[src/rtl/pc_fetch_ctrl.sv]
// Program-counter register and fetch sequencer: runs the IDLE/FETCH/EXEC/TRAP
// handshake with instruction memory and picks the next PC from the adder sums.
module pc_fetch_ctrl #(
    parameter logic [31:0] RESET_PC = 32'h0000_0000,
    parameter logic [31:0] PC_STEP  = 32'd4
) (
    input  logic        clk,
    input  logic        rst_n,
    input  logic [31:0] pc_plus4,
    input  logic [31:0] br_target,
    input  logic [31:0] jalr_target,
    input  logic        br_taken,
    input  logic        jalr,
    input  logic        stall,
    input  logic        imem_ready,
    output logic [31:0] pc,
    output logic        imem_req,
    output logic        inst_valid,
    output logic        trap,
    output logic [31:0] retire_cnt
);

    localparam int unsigned XLEN = 32;
    // Targets must sit on an instruction-step boundary.
    localparam logic [XLEN-1:0] ALIGN_MASK = PC_STEP - XLEN'(1);

    typedef enum logic [1:0] {
        S_IDLE  = 2'd0,
        S_FETCH = 2'd1,
        S_EXEC  = 2'd2,
        S_TRAP  = 2'd3
    } state_t;

    state_t          state_q;
    state_t          state_d;
    logic [XLEN-1:0] pc_d;
    logic [XLEN-1:0] retire_cnt_d;
    logic [XLEN-1:0] next_pc;
    logic            misaligned;
    logic            imem_req_d;
    logic            inst_valid_d;
    logic            trap_d;

    // Next-PC select: jalr beats a taken branch, which beats sequential.
    always_comb begin
        next_pc = pc_plus4;
        if (jalr) begin
            next_pc = jalr_target & ~XLEN'(1);
        end else if (br_taken) begin
            next_pc = br_target;
        end
        misaligned = |(next_pc & ALIGN_MASK);
    end

    // Next-state and next-output logic.
    always_comb begin
        state_d      = state_q;
        pc_d         = pc;
        retire_cnt_d = retire_cnt;

        case (state_q)
            S_IDLE: begin
                state_d = S_FETCH;
            end
            S_FETCH: begin
                if (imem_ready) begin
                    state_d = S_EXEC;
                end
            end
            S_EXEC: begin
                if (!stall) begin
                    if (misaligned) begin
                        state_d = S_TRAP;
                    end else begin
                        pc_d         = next_pc;
                        retire_cnt_d = retire_cnt + XLEN'(1);
                        state_d      = S_FETCH;
                    end
                end
            end
            S_TRAP: begin
                state_d = S_TRAP;
            end
            default: begin
                state_d = S_IDLE;
            end
        endcase

        imem_req_d   = (state_d == S_FETCH);
        inst_valid_d = (state_d == S_EXEC);
        trap_d       = (state_d == S_TRAP);
    end

    // State, PC, counter and registered status outputs.
    always_ff @(posedge clk or negedge rst_n) begin
        if (!rst_n) begin
            state_q    <= S_IDLE;
            pc         <= RESET_PC;
            retire_cnt <= '0;
            imem_req   <= 1'b0;
            inst_valid <= 1'b0;
            trap       <= 1'b0;
        end else begin
            state_q    <= state_d;
            pc         <= pc_d;
            retire_cnt <= retire_cnt_d;
            imem_req   <= imem_req_d;
            inst_valid <= inst_valid_d;
            trap       <= trap_d;
        end
    end

endmodule

[config.mk]
export PLATFORM = sky130hd
export DESIGN_NAME = pc_fetch_ctrl
export DESIGN_NICKNAME = d
export VERILOG_FILES = /design/src/rtl/pc_fetch_ctrl.sv
export SDC_FILE = /design/constraint.sdc
export NUM_CORES = 1
export LEC_CHECK = 0
export CAP_MARGIN = 20
export CORE_ASPECT_RATIO = 1.25
export CORE_MARGIN = 4
export CORE_UTILIZATION = 41
export DETAILED_ROUTE_END_ITERATION = 10
export MAX_ROUTING_LAYER = met4
export PLACE_DENSITY = 0.79
export SYNTH_ARGS = -nofsm -noshare
export SYNTH_HDL_FRONTEND = slang
export SYNTH_SLANG_ARGS = --single-unit
export TNS_END_PERCENT = 10
[constraint.sdc]
create_clock -name clk -period 2 [get_ports clk]
set_input_delay 0.4 -clock clk [delete_from_list [all_inputs] [get_ports clk]]
set_output_delay 0.4 -clock clk [all_outputs]
set_load 0.01 [all_outputs]
==> impl_metrics.env <==
export IMPL_dp_hpwl_microns=7540
export IMPL_final_common_cell="clkdlybuf4s50_1"
export IMPL_power_density_mw_per_mm2=647
export IMPL_cts_tree="yes"
export IMPL_critPathLaunch="stall"
export IMPL_die_x_microns=90.9
export IMPL_p_switching_uw=921
export IMPL_p_comb_share_pct=21.2
export IMPL_syn_area_sq_mm=0.00352
export IMPL_worst_r2r_path_depth=6
export IMPL_synth_area_leaders="dfrtp_1 (49%), mux2i_1 (8.5%), nand2_1 (5.2%), nor2_1 (4.6%), a21oi_1 (4.3%)"
export IMPL_hold_class="primary input to async pin"
export IMPL_grt_pass1_vias=3220
export IMPL_period_minus_slack_ps=1810
export IMPL_maxSlewViolCount=0
export IMPL_cp_slowest_cell="clkdlybuf4s50_1"
export IMPL_clock_path_buffers=2
export IMPL_cts_buffers=9
export IMPL_finalPower_uw=3590
export IMPL_fp_dieArea_sq_mm=0.0101
export IMPL_htree_num_levels=3
export IMPL_yosysWarnings=0
export IMPL_gp_congestion=0.803
export IMPL_io_buffers=167
export IMPL_clock_sinks=69
export IMPL_max_stage_delay_ps=510
export IMPL_skew_ps=11.5
export IMPL_clock_latency_ps=350
export IMPL_grt_remaining_overflow=0
export IMPL_drv_cap=0
export IMPL_finalSetupViolCount=0
export IMPL_synth_cell_type_count=37
export IMPL_crit_fanout=5
export IMPL_firstDrtPassIters=4
export IMPL_crit_required_ps=2270
export IMPL_hold_viol=0
export IMPL_first_iter_violations=132
export IMPL_top_layer="met4"
export IMPL_num_io_pins=169
export IMPL_clkTransAtPathRegs_ps=80
export IMPL_wire_per_inst_microns=14.8
export IMPL_grt_pass1_wl_microns=15400
export IMPL_grt_max_degree=61
export IMPL_n_antenna_cell=0
export IMPL_final_cell_mix="clkdlybuf4s50_1 (164), dfrtp_1 (69), nand2_1 (49), nor2_1 (43)"
export IMPL_endpoint_kind="register"
export IMPL_crit_path_start_kind="primary input"
export IMPL_wl_microns=9410
export IMPL_max_vdd_ir_drop_uv=369
export IMPL_p_seq_share_pct=43.6
export IMPL_cts_root_buf="clkbuf_8"
export IMPL_synth_seq_cells=69
export IMPL_final_util_pct=67.0
export IMPL_antenna_found_initial=0
export IMPL_ant_nets=0
export IMPL_path_cells="clkdlybuf4s50_1 > nor4bb_1 > and4_1 > nand4_2 > nor4_2 > xnor2_1"
export IMPL_fmax_mhz=552
export IMPL_r2r_start="retire_cnt[1]$_DFFE_PN0P_"
export IMPL_worst_pin_slew_ps=548
export IMPL_drive_above_1_share_pct=9.98
export IMPL_cts_setup_buffers=0
export IMPL_syn_nets=468
export IMPL_leakagePower_uw=0.00248
export IMPL_start_util_pct=42.5
export IMPL_wl_met1_microns=3690
export IMPL_dr_total_vias=3225
export IMPL_cts_hold_repair_buffers=0
export IMPL_fin_area_sq_mm=0.00555
export IMPL_yosysTopAreaCell="dfrtp_1"
export IMPL_arrival_ps=2080
export IMPL_layout_nets=639
export IMPL_seq_area_frac_synth_pct=49.1
export IMPL_wl_met2_microns=4840
export IMPL_via_per_inst=5.05
export IMPL_grtUsageTotal_pct=19.7
export IMPL_rows=37
export IMPL_synth_top_area_share_pct=49.1
export IMPL_crit_type="primary input to register"
export IMPL_syn_instance_count=365
export IMPL_swShare_pct=25.6
export IMPL_drc=0
export IMPL_detailed_place_area_sq_mm=0.00533
export IMPL_dr_wl_met3_microns=719
export IMPL_rsz0062_at_grt="false"
export IMPL_status="finished clean"
export IMPL_ctsResizeCount=0
export IMPL_die_h_microns=112
export IMPL_core_sq_mm=0.00829
export IMPL_fin_crit_sh_pct=90.5
export IMPL_internal_power_uw=2670
export IMPL_clock_power_share_pct=35.2
export IMPL_syn_avg_cell_area_sq_um=9.64
export IMPL_relSlewSlack_pct=63.4
export IMPL_area_growth_syn_to_layout_pct=57.8
state kept, by name, summed over array words and instances, names as in the netlist:
name,cells
imem_req,1
trap,1
state_q,2
retire_cnt,32
inst_valid,1
pc,32
power groups by stage:
stage	clock (uW)	combinational [uW]	sequential, uW
6_report	1260	761	1570
5_1_grt	1350	831	1580
4_1_cts	1290	774	1570
3_5_place_dp	0	771	1600
3_3_place_gp	0	761	1590
2_1_floorplan	0	192	1650
layer usage:
metal	GRT usage (%)	vias up
met2	34.6	118
met3	5.81	14
met5	-	-
li1	-	1588
met1	21.1	1505
met4	6.54	0
synthesized netlist by cell type (all sizes together):
cell / instances
nor4b: 1
and2: 3
nand2: 50
o21ai: 31
nor4: 4
nand3: 12
a21oi: 30
nor4bb: 1
and4: 1
dfrtp: 69
a211o: 1
or4: 1
xnor2: 14
nor3b: 1
nor3: 10
nand4: 13
nor2: 44
mux2i: 30
inv: 8
ha: 1
a211oi: 1
a21o: 1
clkbuf: 8
buf: 12
xor2: 17
and3: 1
logic make-up after synthesis:
group                    count (synthesis)  share of synthesized area (%)
adder cells (fa/ha/maj)                  1                          0.355
buffers and inverters                   28                           3.38
XOR/XNOR                                31                           7.71
flip-flops                              69                           49.1
AO/OA/AOI/OAI                           64                           9.35
multiplexers                            30                           8.53
AND/OR/NAND/NOR                        142                           21.6
through the flow:
step	TNS (ps)	hold slack, ps	setup WS [ps]	instances
2_1_floorplan	0	104	243	365
3_3_place_gp	-444	412	-111	622
3_5_place_dp	-1090	412	-157	622
4_1_cts	0	43.6	179	638
5_1_grt	0	61.9	42.3	638
6_report	0	41.1	190	638
final timing paths:
kind | slack, ps | end
min reg2reg | 460 | retire_cnt[31]$_DFFE_PN0P_
max | 190 | retire_cnt[29]$_DFFE_PN0P_
min | 40 | pc[19]$_DFFE_PN0P_
min in group clk | 460 | retire_cnt[31]$_DFFE_PN0P_
max reg2reg | 240 | retire_cnt[30]$_DFFE_PN0P_
max in group asynchronous | 1360 | pc[4]$_DFFE_PN0P_
cell type report:
cell class              instances  area [sq um]
multi-input cells             268          1670
fillers                       667          2730
clock buffers                   9           124
inverters                       8          30.0
flip-flops and latches         69          1730
well taps                      97           121
repair buffers                180          1780
clock inverters                 7          97.6
critical path, delay by kind of cell:
family        cells  cell delay, ps
xor+xnor          1             150
buf+inv           1             510
simple gates      4            1030
Power figures use the tool's default switching activity.
